### src/rtl/mouse_pkg.sv
// Shared types and default widths for the mouse-to-tile decoder.
// The conversion FSM state enum lives here so the bench can name states too.
package mouse_pkg;

  localparam int POS_W_DEF = 12;
  localparam int IDX_W_DEF = 5;

  typedef enum logic [1:0] {
    S_LATCH  = 2'd0,
    S_DIV    = 2'd1,
    S_UPDATE = 2'd2
  } conv_state_e;

endpackage

### src/rtl/tile_axis_div.sv
// One axis of the tile converter: a subtractive divider that peels off one
// tile edge per step and reports when the remainder is exhausted or out of range.
module tile_axis_div
  import mouse_pkg::*;
#(
  parameter int POS_W = POS_W_DEF,
  parameter int IDX_W = IDX_W_DEF
) (
  input  logic             clk,
  input  logic             rst_n,
  input  logic             load,
  input  logic [POS_W-1:0] offset,
  input  logic             step,
  input  logic [7:0]       field_size,
  input  logic [IDX_W-1:0] board_size,
  output logic             done,
  output logic             overflow,
  output logic [IDX_W-1:0] idx
);

  logic [POS_W-1:0] rem_q, rem_d;
  logic [IDX_W-1:0] idx_q, idx_d;
  logic [POS_W-1:0] fs_ext;

  assign fs_ext   = {{(POS_W-8){1'b0}}, field_size};
  assign done     = (rem_q < fs_ext);
  assign overflow = (idx_q == board_size);
  assign idx      = idx_q;

  // NOTE: every always_comb output gets a default first so no latch is inferred.
  always_comb begin
    rem_d = rem_q;
    idx_d = idx_q;
    if (load) begin
      rem_d = offset;
      idx_d = '0;
    end else if (step && !done) begin
      rem_d = rem_q - fs_ext;
      idx_d = idx_q + 1'b1;
    end
  end

  // NOTE: sequential state uses non-blocking assignments only.
  always_ff @(posedge clk or negedge rst_n) begin
    if (!rst_n) begin
      rem_q <= '0;
      idx_q <= '0;
    end else begin
      rem_q <= rem_d;
      idx_q <= idx_d;
    end
  end

endmodule

### src/rtl/mouse_tile_decoder.sv
// Maps the cursor to a board tile with a sequential divider and turns
// synchronised button edges into single-cycle dig/flag game events.
module mouse_tile_decoder
  import mouse_pkg::*;
#(
  parameter int POS_W = POS_W_DEF,
  parameter int IDX_W = IDX_W_DEF
) (
  input  logic             clk,
  input  logic             rst_n,
  input  logic [POS_W-1:0] mouse_xpos,
  input  logic [POS_W-1:0] mouse_ypos,
  input  logic             left,
  input  logic             right,
  input  logic [POS_W-1:0] board_xpos,
  input  logic [POS_W-1:0] board_ypos,
  input  logic [7:0]       field_size,
  input  logic [IDX_W-1:0] board_size,
  input  logic             enable,
  output logic             hover_valid,
  output logic [IDX_W-1:0] hover_col,
  output logic [IDX_W-1:0] hover_row,
  output logic             dig,
  output logic             flag,
  output logic [IDX_W-1:0] evt_col,
  output logic [IDX_W-1:0] evt_row
);

  conv_state_e      state_q, state_d;
  logic [7:0]       fs_q, fs_d;
  logic [IDX_W-1:0] bs_q, bs_d;
  logic             outside_q, outside_d;
  logic             hover_valid_q, hover_valid_d;
  logic [IDX_W-1:0] hover_col_q, hover_col_d, hover_row_q, hover_row_d;

  logic             div_load, div_step;
  logic             col_done, row_done, col_ovf, row_ovf;
  logic [IDX_W-1:0] col_idx, row_idx;
  logic [POS_W-1:0] dx, dy;

  logic             left_s1_q, left_s2_q, left_prev_q;
  logic             right_s1_q, right_s2_q, right_prev_q;
  logic             left_press, left_release, right_press;

  logic             press_valid_q, press_valid_d;
  logic [IDX_W-1:0] press_col_q, press_col_d, press_row_q, press_row_d;
  logic             dig_q, dig_d, flag_q, flag_d;
  logic [IDX_W-1:0] evt_col_q, evt_col_d, evt_row_q, evt_row_d;

  assign dx = mouse_xpos - board_xpos;
  assign dy = mouse_ypos - board_ypos;

  tile_axis_div #(.POS_W(POS_W), .IDX_W(IDX_W)) u_col_div (
    .clk        (clk),
    .rst_n      (rst_n),
    .load       (div_load),
    .offset     (dx),
    .step       (div_step),
    .field_size (fs_q),
    .board_size (bs_q),
    .done       (col_done),
    .overflow   (col_ovf),
    .idx        (col_idx)
  );

  tile_axis_div #(.POS_W(POS_W), .IDX_W(IDX_W)) u_row_div (
    .clk        (clk),
    .rst_n      (rst_n),
    .load       (div_load),
    .offset     (dy),
    .step       (div_step),
    .field_size (fs_q),
    .board_size (bs_q),
    .done       (row_done),
    .overflow   (row_ovf),
    .idx        (row_idx)
  );

  always_comb begin
    state_d       = state_q;
    fs_d          = fs_q;
    bs_d          = bs_q;
    outside_d     = outside_q;
    hover_valid_d = hover_valid_q;
    hover_col_d   = hover_col_q;
    hover_row_d   = hover_row_q;
    div_load      = 1'b0;
    div_step      = 1'b0;
    unique case (state_q)
      S_LATCH: begin
        fs_d     = field_size;
        bs_d     = board_size;
        div_load = 1'b1;
        if (mouse_xpos < board_xpos || mouse_ypos < board_ypos ||
            field_size == 8'd0 || board_size == '0) begin
          outside_d = 1'b1;
          state_d   = S_UPDATE;
        end else begin
          outside_d = 1'b0;
          state_d   = S_DIV;
        end
      end
      S_DIV: begin
        // Range check wins over completion: idx == board_size is off the board.
        if (col_ovf || row_ovf) begin
          outside_d = 1'b1;
          state_d   = S_UPDATE;
        end else if (col_done && row_done) begin
          state_d = S_UPDATE;
        end else begin
          div_step = 1'b1;
        end
      end
      S_UPDATE: begin
        hover_valid_d = !outside_q;
        if (!outside_q) begin
          hover_col_d = col_idx;
          hover_row_d = row_idx;
        end
        state_d = S_LATCH;
      end
      default: state_d = S_LATCH;
    endcase
  end

  assign left_press   =  left_s2_q  & ~left_prev_q;
  assign left_release = ~left_s2_q  &  left_prev_q;
  assign right_press  =  right_s2_q & ~right_prev_q;

  always_comb begin
    press_valid_d = press_valid_q;
    press_col_d   = press_col_q;
    press_row_d   = press_row_q;
    evt_col_d     = evt_col_q;
    evt_row_d     = evt_row_q;
    dig_d         = 1'b0;
    flag_d        = 1'b0;
    if (!enable) begin
      press_valid_d = 1'b0;
    end else begin
      if (left_press) begin
        press_valid_d = hover_valid_q;
        press_col_d   = hover_col_q;
        press_row_d   = hover_row_q;
      end else if (left_release) begin
        if (press_valid_q && hover_valid_q &&
            hover_col_q == press_col_q && hover_row_q == press_row_q) begin
          dig_d     = 1'b1;
          evt_col_d = hover_col_q;
          evt_row_d = hover_row_q;
        end
        press_valid_d = 1'b0;
      end
      // A dig in the same cycle suppresses the flag so the two never coincide.
      if (right_press && hover_valid_q && !dig_d) begin
        flag_d    = 1'b1;
        evt_col_d = hover_col_q;
        evt_row_d = hover_row_q;
      end
    end
  end

  always_ff @(posedge clk or negedge rst_n) begin
    if (!rst_n) begin
      state_q       <= S_LATCH;
      fs_q          <= '0;
      bs_q          <= '0;
      outside_q     <= 1'b0;
      hover_valid_q <= 1'b0;
      hover_col_q   <= '0;
      hover_row_q   <= '0;
      left_s1_q     <= 1'b0;
      left_s2_q     <= 1'b0;
      left_prev_q   <= 1'b0;
      right_s1_q    <= 1'b0;
      right_s2_q    <= 1'b0;
      right_prev_q  <= 1'b0;
      press_valid_q <= 1'b0;
      press_col_q   <= '0;
      press_row_q   <= '0;
      dig_q         <= 1'b0;
      flag_q        <= 1'b0;
      evt_col_q     <= '0;
      evt_row_q     <= '0;
    end else begin
      state_q       <= state_d;
      fs_q          <= fs_d;
      bs_q          <= bs_d;
      outside_q     <= outside_d;
      hover_valid_q <= hover_valid_d;
      hover_col_q   <= hover_col_d;
      hover_row_q   <= hover_row_d;
      left_s1_q     <= left;
      left_s2_q     <= left_s1_q;
      left_prev_q   <= left_s2_q;
      right_s1_q    <= right;
      right_s2_q    <= right_s1_q;
      right_prev_q  <= right_s2_q;
      press_valid_q <= press_valid_d;
      press_col_q   <= press_col_d;
      press_row_q   <= press_row_d;
      dig_q         <= dig_d;
      flag_q        <= flag_d;
      evt_col_q     <= evt_col_d;
      evt_row_q     <= evt_row_d;
    end
  end

  assign hover_valid = hover_valid_q;
  assign hover_col   = hover_col_q;
  assign hover_row   = hover_row_q;
  assign dig         = dig_q;
  assign flag        = flag_q;
  assign evt_col     = evt_col_q;
  assign evt_row     = evt_row_q;

endmodule

### config.mk
export PLATFORM = sky130hd
export DESIGN_NAME = mouse_tile_decoder
export DESIGN_NICKNAME = d
export VERILOG_FILES = /design/src/rtl/mouse_pkg.sv /design/src/rtl/tile_axis_div.sv /design/src/rtl/mouse_tile_decoder.sv
export SDC_FILE = /design/constraint.sdc
export NUM_CORES = 1
export LEC_CHECK = 0
export BUFFER_PORTS_ARGS = -buffer_cell sky130_fd_sc_hd__buf_2
export CELL_PAD_IN_SITES_DETAIL_PLACEMENT = 0
export CELL_PAD_IN_SITES_GLOBAL_PLACEMENT = 1
export CORE_AREA = 4 4 117 119
export CTS_BUF_LIST = sky130_fd_sc_hd__clkbuf_8
export DETAILED_ROUTE_END_ITERATION = 8
export DIE_AREA = 0 0 121 123
export PLACE_DENSITY = 0.9
export SLEW_MARGIN = 15
export SYNTH_ARGS = -nofsm -noshare
export SYNTH_HDL_FRONTEND = slang
export SYNTH_SLANG_ARGS = --single-unit
### constraint.sdc
create_clock -name clk -period 3.6 [get_ports clk]
set_input_delay 0.18 -clock clk [delete_from_list [all_inputs] [get_ports clk]]
set_output_delay 0.18 -clock clk [all_outputs]
set_load 0.1 [all_outputs]
---- Yosys cells after proc, flatten, opt, wreduce, memory -nomap -nowiden ----
Cells that the tools add are included.
storage, ports and cells
  bits in registers ....................... 90
  input bits .............................. 66
  output and inout bits ................... 23
  logic and storage cells ................. 116
cells by class
  $add $sub $neg .......................... 6
  $lt $le $gt $ge ......................... 4
  equality and inequality tests ........... 10
  mux-type cells .......................... 37
  bitwise operators ....................... 7
  reductions and logical operators ........ 28
operators by type and width
  cell                                                              count
  5-bit 2-to-1 mux                                                  12
  12-bit 2-to-1 mux                                                 4
  12-bit < comparator                                               2
  12-bit by 8-bit < comparator with 1-bit output                    2
  12-bit subtractor                                                 2
  12-bit by 8-bit subtractor with 12-bit output                     2
  5-bit == test                                                     4
  1-bit 2-to-1 mux                                                  16
  5-bit by 1-bit adder with 5-bit output (second input constant)    2
  2-bit nonzero test                                                5
  1-bit logical AND                                                 8
  8-bit logical NOT                                                 1
  2-bit 2-to-1 mux                                                  3
  2-bit AND reduction                                               3
  5-bit logical NOT                                                 1
  1-bit logical NOT                                                 4
  1-bit logical OR                                                  4
  1-bit NOT                                                         4
  2-bit one-hot mux with 2 select lines                             1
  4-bit AND reduction                                               1
  1-bit bitwise AND                                                 3
  3-bit by 1-bit != test with 1-bit output (second input constant)  1
  3-bit != test (second input constant)                             1
  2-bit by 1-bit == test with 1-bit output (second input constant)  1
  5 further kinds                                                   5

---- Logic depth before layout (Yosys ltp) ----
Gate-level depths: netlist of run 1.
  depth in word-level cells ............... 11
  depth in mapped cells ................... 11
  depth with buffers taken out ............ 10

---- Modules after synthesis ----
A second synthesis of run 1 with hierarchy kept.
unflattened totals
  cell total of the unflattened synthesis .. 619
  area, all modules ....................... 6115.9 µm²
modules (own cells, without submodules)
  module              instances  cells each  area each (µm²)  seq. area each (µm²)
  mouse_tile_decoder  1          323         3465.8           1401.3
  tile_axis_div       2          148         1325.0           425.4

---- Least setup slack after synthesis of run 1 ----
No wires, ideal clock.
  path kind ............................... register to register
  start point ............................. register fs_q[0]
  end point ............................... register u_row_div.rem_q[0]
  setup time .............................. 138 ps
  arrival ................................. 2332 ps
  data required time ...................... 3462 ps
  slack ................................... 1129 ps
  cell stages (with the launch flop) ...... 11
  buffers on the path ..................... 2
  period minus slack after synthesis ...... 2471 ps
  path through ............................ dfrtp_1 ha_1 fa_1 nor2b_1 o31a_1 o21bai_2 a2111o_1 buf_2 buf_2 nand3_1 o221ai_1
between the ends
  word-level cells in the longest chain between the ends .. 7
  elaborated cells on any way between the ends .. 12
  classes of those cells .................. add/sub (1); order compare (2); mux (5); reduce/logical (4)
RTL lines
  what                                            RTL line                   text
  start: declaration                              mouse_tile_decoder.sv:30   logic [7:0] fs_q, fs_d;
  start signal: assignment                        mouse_tile_decoder.sv:187  fs_q <= fs_d;
  12-bit by 8-bit < comparator with 1-bit output  tile_axis_div.sv:26        assign done = (rem_q < fs_ext);
  1-bit logical AND                               mouse_tile_decoder.sv:108  end else if (col_done && row_done) begin
  1-bit 2-to-1 mux                                mouse_tile_decoder.sv:108
  1-bit 2-to-1 mux                                mouse_tile_decoder.sv:105  if (col_ovf || row_ovf) begin
  1-bit 2-to-1 mux                                mouse_tile_decoder.sv:89   unique case (state_q)
  1-bit logical AND                               tile_axis_div.sv:37        end else if (step && !done) begin
  2-bit nonzero test (no source line)             --
  end signal: assignment                          tile_axis_div.sv:49        rem_q <= rem_d;
  end: declaration                                tile_axis_div.sv:21        logic [POS_W-1:0] rem_q, rem_d;
Parallel ways exist; a longest one is shown, timed or not. The select of a mux whose other input is x is not followed.
A chain may end at the register's enable or synchronous reset.

---- Worst setup path in the final report of run 1 ----
  start point ............................. register fs_q[0]
  end point ............................... register u_col_div.rem_q[9]
between the ends
  word-level cells in the longest chain between the ends .. 7
  elaborated cells on any way between the ends .. 12
  classes of those cells .................. add/sub (1); order compare (2); mux (5); reduce/logical (4)
RTL lines
  what                                            RTL line
  12-bit by 8-bit < comparator with 1-bit output  tile_axis_div.sv:26
  1-bit logical AND                               mouse_tile_decoder.sv:108
  1-bit 2-to-1 mux                                mouse_tile_decoder.sv:108
  1-bit 2-to-1 mux                                mouse_tile_decoder.sv:105
  1-bit 2-to-1 mux                                mouse_tile_decoder.sv:89
  1-bit logical AND                               tile_axis_div.sv:37
  2-bit nonzero test (no source line)             --
  end signal: assignment                          tile_axis_div.sv:49
  end: declaration                                tile_axis_div.sv:21
Parallel ways exist; a longest one is shown, timed or not. The select of a mux whose other input is x is not followed.

==> reports/qor.csv, run 1 <==
stage,metric,value,unit
timing,grt_setup_unrepaired,false,
logic_synthesis,synth_async_sr_flop_share,1.00,
timing,final-hold-violation-count,0,
logic_synthesis,fraction_of_post_synthesis_cell_area_in_the_top_cell_type_by_area,0.394,
logic_synthesis,post_synth_num_cell_types,62,
job,timing.max_cap.violations,0,
global_routing,groute.layer.met2.usage,0.309,
setup_path,critical_path.slowest_cell,sky130_fd_sc_hd__nor4_1,
timing,setup-tns-final,0,ns
worst_hold_path,min_path_type,primary input to flop,
routing,drt.antenna.violating_nets,0,
place,post-place-cells,822,
floorplan,die_x,121,um
power_and_ir_drop,p_total,4.83,mW
timing,minimum_clock_period,2.83,ns
layout,antennaDiodeCount,0,
setup_path,path_cells,"ha_1, fa_1, nor2b_1, o31a_1, o41a_4, o2111ai_4, nor4_1, xnor2_1, mux2i_1",
logic_synthesis,synth_ff_type,sky130_fd_sc_hd__dfrtp_1,
global_routing,grt-busiest-layer,met2,
cts,clkLatencyLatePin,0.37,ns
setup_path,timing.setup.critical_path_class,flop to flop,
setup_path,critical-path-max-stage-delay,0.44,ns
power_and_ir_drop,p_per_area,731,mW/mm^2
cts,tritoncts,done,
global_routing,grt_pass1_vias,4586,
routing,detailroute.via_count,4536,
global_routing,grt_use_met3,0.0311,
layout,share_of_post_route_cells_with_drive_strength_above_1,0.227,
global_routing,global_route_track_usage_on_met1,0.202,
setup_path,timing.critical_path.from_type,flop,
logic_synthesis,syn_area_per_cell,9.93,um^2
place,place.port_buffers,88,
global_routing,grt_pass1_wl,20600,um
place,dp_worst_setup_slack,0.769,ns
layout,stdcell_count,843,
timing,post-route-period-util,0.785,
setup_path,end_kind,flop,
logic_synthesis,synth_area_leaders,"sky130_fd_sc_hd__dfrtp_1 (39%), sky130_fd_sc_hd__ha_1 (9.2%), sky130_fd_sc_hd__mux2_2 (6.1%)",
power_and_ir_drop,irDropWorstVdd,0.000416,V
logic_synthesis,synthTopCellsByCount,"sky130_fd_sc_hd__dfrtp_1 (90), sky130_fd_sc_hd__nand2_1 (46), sky130_fd_sc_hd__ha_1 (42), sky130_fd_sc_hd__inv_1 (42), sky130_fd_sc_hd__o21ai_0 (34)",
logic_synthesis,yosys.cell_count.top_type,sky130_fd_sc_hd__dfrtp_1,
layout,area.growth.synth_to_final,15.7,%
logic_synthesis,syn_nets,687,
floorplan,rows,41,
global_routing,antenna_found_initial,0,
logic_synthesis,yosys_warnings,0,
floorplan,core-area,0.0126,mm^2
routing,drt_first_iter_violations,259,
setup_path,critical_path.top_delay_family,compound AO/OA/AOI/OAI gates,
timing,layout_setup_ws,0.773,ns
power_and_ir_drop,static-leakage-power,3.29,nW
global_routing,grt_util_all_layers,0.170,
routing,detail_route.drc_violations,0,
outcome,status,"complete, no violations",
cts,cts.reportedPaths.clkPinSlew,0.10,ns
logic_synthesis,synth_top_cell_by_area,sky130_fd_sc_hd__dfrtp_1,
place,placed_cell_area,0.00632,mm^2
setup_path,worstPathMaxFanout,26,
floorplan,die_h,123,um
logic_synthesis,post_synth_instance_area,0.00571,mm^2
place,place_congestion,0.898,
layout,finalInstanceArea,0.00661,mm^2
layout,filler_cell_count,1164,
floorplan,design.portCount,89,
routing,routed_wl,12100,um
setup_path,worstPathRequired,3.83,ns
global_routing,globalRouteOverflowTotal,0,
setup_path,critical_path_buf_inv_count,0,
routing,via_per_inst,5.38,
floorplan,die-area,0.0149,mm^2
timing,fin_worst_skew,0.0108,ns
timing,max_slew.worst_pin.slew,1.05,ns
place,place_hpwl,9340,um
global_routing,largest_net_degree_at_the_start_of_global_routing,63,
timing,timing.max_slew.rel_slack,0.301,
cts,clock_tree.buffer_depth,2,
cts,cts_root_buf,sky130_fd_sc_hd__clkbuf_8,
cts,cts_buffers,9,
cts,cts.repair_timing.setup_buffer_count,0,
logic_synthesis,synth_sequential_area_ratio,0.394,
logic_synthesis,synth_enable_flop_cells,0,
setup_path,regToRegSetupSlack,0.77,ns
timing,slew_viol_final,0,
cts,clock-sinks,90,
cts,htreeDepth,3,
logic_synthesis,ys_seq_elements,90,
floorplan,start_util,0.454,
routing,wl_per_cell,14.4,um
routing,drtPass1Iterations,4,
setup_path,worstPathArrival,3.06,ns
layout,layout.nets,778,
timing,fmax,0.354,GHz
timing,final-setup-viol-count,0,
logic_synthesis,post_synth_inst_count,575,
==> cells in the final DEF, fill, tap and decap left out, types with 9 or more instances in the layout <==
cell type / instances
sky130_fd_sc_hd__a21oi_1: 18
sky130_fd_sc_hd__buf_2: 87
sky130_fd_sc_hd__clkbuf_8: 10
sky130_fd_sc_hd__dfrtp_1: 90
sky130_fd_sc_hd__ha_1: 42
sky130_fd_sc_hd__inv_1: 42
sky130_fd_sc_hd__mux2_2: 31
sky130_fd_sc_hd__mux2i_1: 9
sky130_fd_sc_hd__nand2_1: 46
sky130_fd_sc_hd__nand2b_1: 13
sky130_fd_sc_hd__nand3_1: 19
sky130_fd_sc_hd__nor2_1: 32
sky130_fd_sc_hd__nor2b_1: 11
sky130_fd_sc_hd__nor4_1: 9
sky130_fd_sc_hd__o211ai_1: 9
sky130_fd_sc_hd__o21a_1: 16
sky130_fd_sc_hd__o21ai_0: 34
sky130_fd_sc_hd__o31ai_1: 11
sky130_fd_sc_hd__xnor2_1: 17
sky130_fd_sc_hd__xor2_1: 27
==> cell families (layout without fill, tap and decap cells) <==
logic type / after synthesis / count (layout) / synth area share
adder cells (fa/ha/maj): 46 / 46 / 0.106
AND/OR/NAND/NOR: 162 / 162 / 0.143
flip-flops: 90 / 90 / 0.394
multiplexers: 41 / 41 / 0.0795
XOR/XNOR: 44 / 44 / 0.0675
AO/OA/AOI/OAI: 134 / 134 / 0.170
buffers and inverters: 58 / 154 / 0.0397
==> state kept, by name, summed over array words and instances, names as in the netlist, 2 cells and up <==
name,flops
press_col_q,5
u_row_div.rem_q,12
fs_q,8
evt_col,5
bs_q,5
evt_row,5
u_col_div.rem_q,12
press_row_q,5
u_row_div.idx,5
state_q,2
hover_col,5
u_col_div.idx,5
hover_row,5
==> final cells by class <==
cell class | instances | area, um^2 | area share
inverters | 42 | 158 | 0.0239
multi-input cells | 427 | 3230 | 0.489
repair buffers | 96 | 515 | 0.0780
clock inverters | 6 | 95.1 | 0.0144
well taps | 172 | 215 | 0.0326
flip-flops and latches | 90 | 2250 | 0.341
clock buffers | 10 | 138 | 0.0208
==> final timing paths <==
path | startpoint | endpoint | depth (start not counted)
worst min-delay path | field_size[0] | fs_q[0] | 3
min in group asynchronous | rst_n | evt_row[2] | 2
max in group asynchronous | rst_n | hover_row[0] | 3
worst max-delay path | fs_q[0] | u_col_div.rem_q[9] | 9
worst min register to register | right_s1_q | right_s2_q | 0
worst max register to register | fs_q[0] | u_col_div.rem_q[9] | 9
==> power breakdown <==
part / switching, mW / internal (mW) / total, mW
Clock: 0.379 / 0.417 / 0.796
Combinational: 1.47 / 1.03 / 2.51
Sequential: 0.240 / 1.28 / 1.52
Total: 2.09 / 2.74 / 4.83
==> layer usage <==
metal	routed length, um	up-vias
li1	-	2252
met1	5200	2169
met2	6240	90
met3	418	25
met4	288	0
met5	0	-
==> worst reg2reg max path, cell delays in order (launching register included) <==
cell and delay, ns:
sky130_fd_sc_hd__dfrtp_1 0.42, sky130_fd_sc_hd__ha_1 0.24, sky130_fd_sc_hd__fa_1 0.41, sky130_fd_sc_hd__nor2b_1 0.15, sky130_fd_sc_hd__o31a_1 0.20, sky130_fd_sc_hd__o41a_4 0.19, sky130_fd_sc_hd__o2111ai_4 0.39, sky130_fd_sc_hd__nor4_1 0.44
sky130_fd_sc_hd__xnor2_1 0.16, sky130_fd_sc_hd__mux2i_1 0.08
==> stage by stage <==
step	hold slack, ns	utilization
after floorplan	-0.116	-
after global placement	0.290	0.503
after detailed placement	0.290	0.503
after CTS	0.00558	0.526
after global routing	0.0340	0.526
final	0.0190	0.526
==> what timing repair did <==
item                                   4_1_cts  5_1_grt
endpoints found under the hold margin       65        0
resized for setup                            0        0
hold buffers                                 5        0
No activity file was read; power rests on OpenSTA's default activity.
==> inputs of run 2 (changes only) <==
==> constraint.sdc (replaced) <==
create_clock -name clk -period 2.7 [get_ports clk]
set_input_delay 0.135 -clock clk [delete_from_list [all_inputs] [get_ports clk]]
set_output_delay 0.135 -clock clk [all_outputs]
set_load 0.1 [all_outputs]
==> run 2 against run 1 <==
Worst setup slack worse by 0.67 ns. Final cell count is 3.0% higher. Clock-buffer cell count unchanged. Maximum frequency rose by 8.6%. Die area stayed put. Critical path depth stayed put. Combinational power increased by 49%. Sequential power increased by 34%. Critical endpoint is now u_col_div.rem_q[8]. Largest power group unchanged. Highest routed layer unchanged.
==> reports/qor.csv, run 2 (same netlist as run 1, synthesis figures left out) <==
stage,metric,value,unit,change
routing,routed_wl,12700,um,+4.7%
worst_hold_path,min-delay-start,enable,,
floorplan,core-area,0.0126,mm^2,unchanged
power_and_ir_drop,static-leakage-power,3.39,nW,+3.1%
routing,met2_length,6290,um,+0.83%
layout,mostFrequentLayoutCell,sky130_fd_sc_hd__dfrtp_1,,
layout,finalInstanceArea,0.00685,mm^2,+3.7%
routing,via_per_inst,5.43,,+0.89%
floorplan,die_h,123,um,unchanged
timing,slew_viol_final,0,,unchanged
outcome,status,"complete, no violations",,
worst_hold_path,hold-path-cell-count,3,,unchanged
place,place_hpwl,9400,um,+0.68%
routing,met1_wire_length,5510,um,+6.0%
setup_path,worstPathArrival,2.90,ns,-0.16 ns
setup_path,rr_startpoint,fs_q[2],,
timing,timing.max_slew.rel_slack,0.425,,+0.124
place,place_congestion,0.875,,-2.5%
place,dp_worst_setup_slack,0.0701,ns,-0.699 ns
routing,detail_route.drc_violations,0,,unchanged
cts,htreeDepth,3,,unchanged
layout,filler_cell_count,1125,,-3.4%
setup_path,timing.critical_path.from_type,flop,,
floorplan,die_x,121,um,unchanged
timing,final-hold-violation-count,0,,unchanged
timing,final-setup-viol-count,0,,unchanged
global_routing,antenna_found_initial,0,,unchanged
floorplan,start_util,0.454,,unchanged
global_routing,grt_pass1_vias,4611,,+0.55%
timing,layout_setup_ws,0.0975,ns,-0.675 ns
timing,max_slew.worst_pin.slew,0.863,ns,-0.185 ns
place,placed_cell_area,0.00641,mm^2,+1.3%
routing,wl_per_cell,14.6,um,+1.7%
layout,area.growth.synth_to_final,19.9,%,
setup_path,worst-r2r-cell-count,9,,unchanged
routing,drt.antenna.violating_nets,0,,unchanged
layout,layout.nets,803,,+3.2%
timing,setup-tns-final,0,ns,unchanged
floorplan,design.portCount,89,,unchanged
global_routing,grt_util_all_layers,0.174,,+0.00411
setup_path,end_kind,flop,,
global_routing,grt_pass1_wl,21000,um,+1.9%
worst_hold_path,hold-path-endpoint,flag,,
worst_hold_path,min_path_type,primary input to flop,,
power_and_ir_drop,p_total,6.62,mW,+37%
routing,routed-wl-met3,450,um,+7.7%
place,place.port_buffers,88,,unchanged
setup_path,worst_r2r_endpoint,u_col_div.rem_q[8],,
global_routing,globalRouteOverflowTotal,0,,unchanged
cts,clock_tree.buffer_depth,2,,unchanged
timing,minimum_clock_period,2.60,ns,-0.225 ns
timing,fmax,0.384,GHz,+8.6%
setup_path,worstPathMaxFanout,6,,-77%
cts,cts.reportedPaths.clkPinSlew,0.09,ns,about the same
power_and_ir_drop,p_per_area,966,mW/mm^2,+32%
routing,drtPass1Iterations,4,,unchanged
layout,layout.cells.most_common_list,"sky130_fd_sc_hd__dfrtp_1 (90), sky130_fd_sc_hd__buf_2 (87), sky130_fd_sc_hd__nand2_1 (46)",,
floorplan,die-area,0.0149,mm^2,unchanged
setup_path,regToRegSetupSlack,0.1,ns,-0.67 ns
routing,top_signal_layer_used,met4,,
cts,cts_buffers,9,,unchanged
cts,clkLatencyLatePin,0.36,ns,about the same
floorplan,rows,41,,unchanged
power_and_ir_drop,irDropWorstVdd,0.000604,V,+45%
setup_path,timing.setup.critical_path_class,flop to flop,,
setup_path,worstPathRequired,3.00,ns,-0.83 ns
timing,post-route-period-util,0.964,,+0.178
cts,tritoncts,done,,
routing,detailroute.via_count,4712,,+3.9%
cts,cts_root_buf,sky130_fd_sc_hd__clkbuf_8,,
layout,layout.core_utilization,0.545,,+0.0192
routing,drt_first_iter_violations,210,,-19%
global_routing,largest_net_degree_at_the_start_of_global_routing,91,,+44%
cts,clock-sinks,90,,unchanged
layout,biggestRegsByFlops,"u_col_div.rem_q x12, u_row_div.rem_q x12, fs_q x8",,
layout,share_of_post_route_cells_with_drive_strength_above_1,0.254,,+0.0278
job,timing.max_cap.violations,0,,unchanged
layout,antennaDiodeCount,0,,unchanged
timing,fin_worst_skew,0.00932,ns,-0.00152 ns
## run 2: routing by layer
layer  up-vias  track usage
met3        36       0.0302
met5         -            0
met1      2271        0.212
li1       2301            -
met4         0       0.0744
met2       104        0.305
## run 2: how the worst max path moves through the flow
stage          slack, ns  cells after the start            endpoint     from
3_5_place_dp        0.07                      9  u_row_div.rem_q[2]  fs_q[0]
2_1_floorplan       0.23                     10  u_row_div.rem_q[0]  fs_q[0]
3_3_place_gp        0.14                      8  u_row_div.rem_q[3]  fs_q[0]
6_report             0.1                      9  u_col_div.rem_q[8]  fs_q[2]
5_1_grt            -0.01                      8    u_row_div.idx[4]  fs_q[0]
4_1_cts             0.04                      9  u_row_div.rem_q[2]  fs_q[0]
## run 2: where the power goes
group | internal (mW) | total, mW | switching, mW
Combinational | 1.61 | 3.73 | 2.12
Sequential | 1.71 | 2.04 | 0.329
Clock | 0.361 | 0.842 | 0.481
## run 2: area by class of cell
class,instances,area (um^2),area share
clock inverters,6,42.5,0.00621
inverters,42,158,0.0230
multi-input cells,429,3310,0.484
well taps,172,215,0.0314
flip-flops and latches,90,2250,0.329
repair buffers,119,729,0.107
clock buffers,10,138,0.0201
## run 2: worst max-delay path, stage by stage, from the launching register on
cell	delay, ns
sky130_fd_sc_hd__dfrtp_1	0.36
sky130_fd_sc_hd__inv_1	0.11
sky130_fd_sc_hd__ha_1	0.28
sky130_fd_sc_hd__nor2b_2	0.18
sky130_fd_sc_hd__o31a_1	0.31
sky130_fd_sc_hd__o41a_4	0.42
sky130_fd_sc_hd__o2111ai_4	0.37
sky130_fd_sc_hd__nor3_4	0.09
sky130_fd_sc_hd__mux2_4	0.31
sky130_fd_sc_hd__a21oi_2	0.10
## run 2: per-stage QoR
| stage | std cells | hold WS, ns |
|---|---|---|
| global route | 868 | 0.0184 |
| global placement | 833 | 0.245 |
| finish | 868 | 0.0151 |
| detailed placement | 833 | 0.251 |
| floorplan | 575 | -0.161 |
| CTS | 860 | 0.00195 |
## run 2: what timing repair did
| action | 4_1_cts | 5_1_grt |
|---|---|---|
| endpoints found under the hold margin | 11 | 90 |
| gates resized for setup | 0 | 15 |
| hold buffers | 11 | 1 |
| setup endpoints to repair | 0 | 18 |
| buffers inserted | 0 | 5 |
==> inputs of run 3 (changes only) <==
--- a/config.mk
+++ b/config.mk
@@ -8,11 +8,11 @@
 export BUFFER_PORTS_ARGS = -buffer_cell sky130_fd_sc_hd__buf_2
 export CELL_PAD_IN_SITES_DETAIL_PLACEMENT = 0
 export CELL_PAD_IN_SITES_GLOBAL_PLACEMENT = 1
-export CORE_AREA = 4 4 117 119
-export CTS_BUF_LIST = sky130_fd_sc_hd__clkbuf_8
+export CORE_AREA = 4 4 118 120
 export DETAILED_ROUTE_END_ITERATION = 8
-export DIE_AREA = 0 0 121 123
-export PLACE_DENSITY = 0.9
+export DIE_AREA = 0 0 122 124
+export GPL_ROUTABILITY_DRIVEN = 0
+export PLACE_DENSITY = 0.88
 export SLEW_MARGIN = 15
 export SYNTH_ARGS = -nofsm -noshare
 export SYNTH_HDL_FRONTEND = slang
==> constraint.sdc (replaced) <==
create_clock -name clk -period 2.7 [get_ports clk]
set_input_delay 0.54 -clock clk [delete_from_list [all_inputs] [get_ports clk]]
set_output_delay 0.54 -clock clk [all_outputs]
set_load 0.1 [all_outputs]
==> run 3 against run 2 <==
Register-to-register slack better by 0.05 ns. Power is 2.4% higher. First-iteration DRC count down 21%. Flip-flop and latch count unchanged. Largest power group unchanged. Clock power increased by 39%.
==> reports/qor.csv, run 3 (same netlist as run 1, synthesis figures left out) <==
stage,metric,value,unit,change
place,post-place-cells,840,,+0.84%
setup_path,worstPathRequired,2.96,ns,-0.04 ns
cts,cts_root_buf,sky130_fd_sc_hd__clkbuf_16,,
timing,minimum_clock_period,2.56,ns,-0.0467 ns
power_and_ir_drop,p_total,6.78,mW,+2.4%
layout,filler_cell_count,1207,,+7.3%
layout,layout.cells.most_common_list,"sky130_fd_sc_hd__dfrtp_1 (89), sky130_fd_sc_hd__buf_2 (87), sky130_fd_sc_hd__nand2_1 (46)",,
power_and_ir_drop,pwr-share-seq,0.300,,-0.009
global_routing,grt_pass1_vias,4568,,-0.93%
floorplan,rows,42,,+2.4%
timing,max_slew.worst_pin.slew,0.865,ns,+0.00191 ns
timing,setup-tns-final,0,ns,unchanged
floorplan,die_h,124,um,+0.81%
setup_path,end_kind,flop,,
routing,via_per_inst,5.36,,-1.2%
global_routing,largest_net_degree_at_the_start_of_global_routing,53,,-42%
timing,slew_viol_final,0,,unchanged
global_routing,globalRouteOverflowTotal,0,,unchanged
layout,finalInstanceArea,0.00683,mm^2,-0.31%
global_routing,grt_pass1_wl,20400,um,-2.6%
cts,htreeDepth,3,,unchanged
setup_path,path_cells,"ha_2, fa_2, nor2b_2, o31a_1, o21bai_2, a2111o_2, buf_12, o31a_1, o21ai_0",,
routing,wl_per_cell,14.2,um,-3.0%
setup_path,timing.critical_path.from_type,flop,,
job,timing.max_cap.violations,0,,unchanged
routing,routed_wl,12300,um,-3.6%
outcome,status,"complete, no violations",,
layout,share_of_post_route_cells_with_drive_strength_above_1,0.261,,+0.00662
power_and_ir_drop,share_comb_of_total_power,0.528,,-0.036
routing,detailroute.via_count,4624,,-1.9%
floorplan,design.portCount,89,,unchanged
power_and_ir_drop,irDropWorstVdd,0.000651,V,+7.9%
routing,drt.antenna.violating_nets,0,,unchanged
place,place.port_buffers,88,,unchanged
setup_path,worst_path_most_repeated_cell,sky130_fd_sc_hd__o31a_1,,
cts,cts.reportedPaths.clkPinSlew,0.06,ns,-0.03 ns
timing,post-route-period-util,0.947,,-0.0173
setup_path,critical_path.slowest_cell,sky130_fd_sc_hd__a2111o_2,,
power_and_ir_drop,power.net_switching,2.87,mW,-1.9%
cts,tritoncts,done,,
cts,clkLatencyLatePin,0.34,ns,-0.02 ns
power_and_ir_drop,p_per_area,993,mW/mm^2,+2.8%
layout,mostFrequentLayoutCell,sky130_fd_sc_hd__dfrtp_1,,
timing,final-setup-viol-count,0,,unchanged
setup_path,regToRegSetupSlack,0.14,ns,+0.05 ns
power_and_ir_drop,static-leakage-power,3.39,nW,about the same
global_routing,antenna_found_initial,0,,unchanged
setup_path,critical-path-max-stage-delay,0.53,ns,+0.11 ns
global_routing,grt_util_all_layers,0.168,,-0.00656
layout,stdcell_count,862,,-0.69%
timing,fin_worst_skew,0.00599,ns,-0.00333 ns
place,placed_cell_area,0.00646,mm^2,+0.82%
setup_path,worstPathArrival,2.82,ns,-0.08 ns
layout,area.growth.synth_to_final,19.6,%,
floorplan,die_x,122,um,+0.83%
routing,detail_route.drc_violations,0,,unchanged
timing,timing.hold.ws,0.230,ns,+0.214 ns
routing,drt_first_iter_violations,165,,-21%
routing,drtPass1Iterations,4,,unchanged
layout,biggestRegsByFlops,"u_col_div.rem_q x12, u_row_div.rem_q x12, fs_q x8",,
cts,clock_tree.buffer_depth,2,,unchanged
floorplan,core-area,0.0130,mm^2,+3.3%
setup_path,worst-r2r-cell-count,9,,unchanged
place,place_hpwl,9390,um,about the same
layout,layout.nets,794,,-1.1%
worst_hold_path,min_path_type,primary input to asynchronous set/reset pin,,
power_and_ir_drop,share_clk_of_total_power,0.172,,+0.045
cts,cts_buffers,9,,unchanged
layout,antennaDiodeCount,0,,unchanged
power_and_ir_drop,power_report.internal_total,3.91,mW,+5.9%
setup_path,timing.setup.critical_path_class,flop to flop,,
timing,timing.max_slew.rel_slack,0.423,,-0.00128
floorplan,start_util,0.440,,-0.0144
cts,clock-sinks,90,,unchanged
timing,final-hold-violation-count,0,,unchanged
floorplan,die-area,0.0151,mm^2,+1.6%
timing,fmax,0.391,GHz,+1.8%
setup_path,worstPathMaxFanout,7,,+1
cts,postCtsHoldBufs,0,,-11
power_and_ir_drop,power_switching_share,0.424,,-0.0188
timing,grt_setup_unrepaired,true,,
-- run 3: cell types whose count changed in the layout (fill, tap and decap cells not counted), moves of 2 or more --
cell / before / now
sky130_fd_sc_hd__dlygate4sd3_1: 12 / 0
sky130_fd_sc_hd__clkbuf_8: 10 / 0
sky130_fd_sc_hd__clkbuf_16: 0 / 9
sky130_fd_sc_hd__buf_4: 16 / 20
sky130_fd_sc_hd__buf_6: 3 / 0
sky130_fd_sc_hd__buf_12: 1 / 3
sky130_fd_sc_hd__clkinv_4: 2 / 0
sky130_fd_sc_hd__clkinvlp_4: 1 / 3
sky130_fd_sc_hd__inv_6: 1 / 3
-- run 3: what timing repair did --
action | 4_1_cts | 5_1_grt
endpoints found under the setup margin | 0 | 21
setup buffers | 0 | 6
resized for setup | 0 | 8
-- run 3: power groups by stage --
stage / combinational [mW] / sequential, mW / clock (mW)
after floorplan: 2.57 / 2.08 / 0
after global placement: 3.36 / 2.03 / 0
after detailed placement: 3.46 / 2.06 / 0
after CTS: 3.50 / 2.03 / 1.20
after global routing: 4.03 / 2.09 / 1.25
final: 3.58 / 2.03 / 1.17
-- run 3: path summary, 6_finish.rpt --
path / start / to
min in group clk: left / left_s1_q
worst min register to register: left_s1_q / left_s2_q
worst min-delay path: rst_n / evt_col[2]
worst max register to register: fs_q[0] / u_row_div.rem_q[3]
worst max-delay path: fs_q[0] / u_row_div.rem_q[3]
max in group asynchronous: rst_n / fs_q[1]
-- run 3: critical path: cells and delay by family, from the launching register on --
family | cells | cell delay [ns]
DFF | 1 | 0.40
buffers and inverters | 1 | 0.15
AOI/OAI and AO/OA | 5 | 1.21
and+or+nand+nor | 1 | 0.13
adders and majority gates | 2 | 0.57
-- run 3: through the flow --
step                setup slack (ns)   util
floorplan                      0.229      -
global placement             0.00368  0.498
detailed placement           -0.0498  0.498
CTS                           0.0195  0.519
global route                 -0.0165  0.526
finish                         0.144  0.526
-- run 3: cell type report --
cell class	count	area, um^2	area share
clock buffer	9	225	0.0330
inverter	42	158	0.0231
multi-input combinational	428	3270	0.479
timing repair buffer	111	653	0.0957
clock inverter	6	48.8	0.00715
sequential	90	2250	0.330
tap	176	220	0.0323
-- run 3: per-layer routing --
layer / GRT usage / part of all wire / vias up
li1: - / - / 2269
met1: 0.201 / 0.42 / 2242
met2: 0.309 / 0.53 / 95
met3: 0.0286 / 0.039 / 18
met4: 0.0469 / 0.015 / 0
met5: 0 / 0 / -
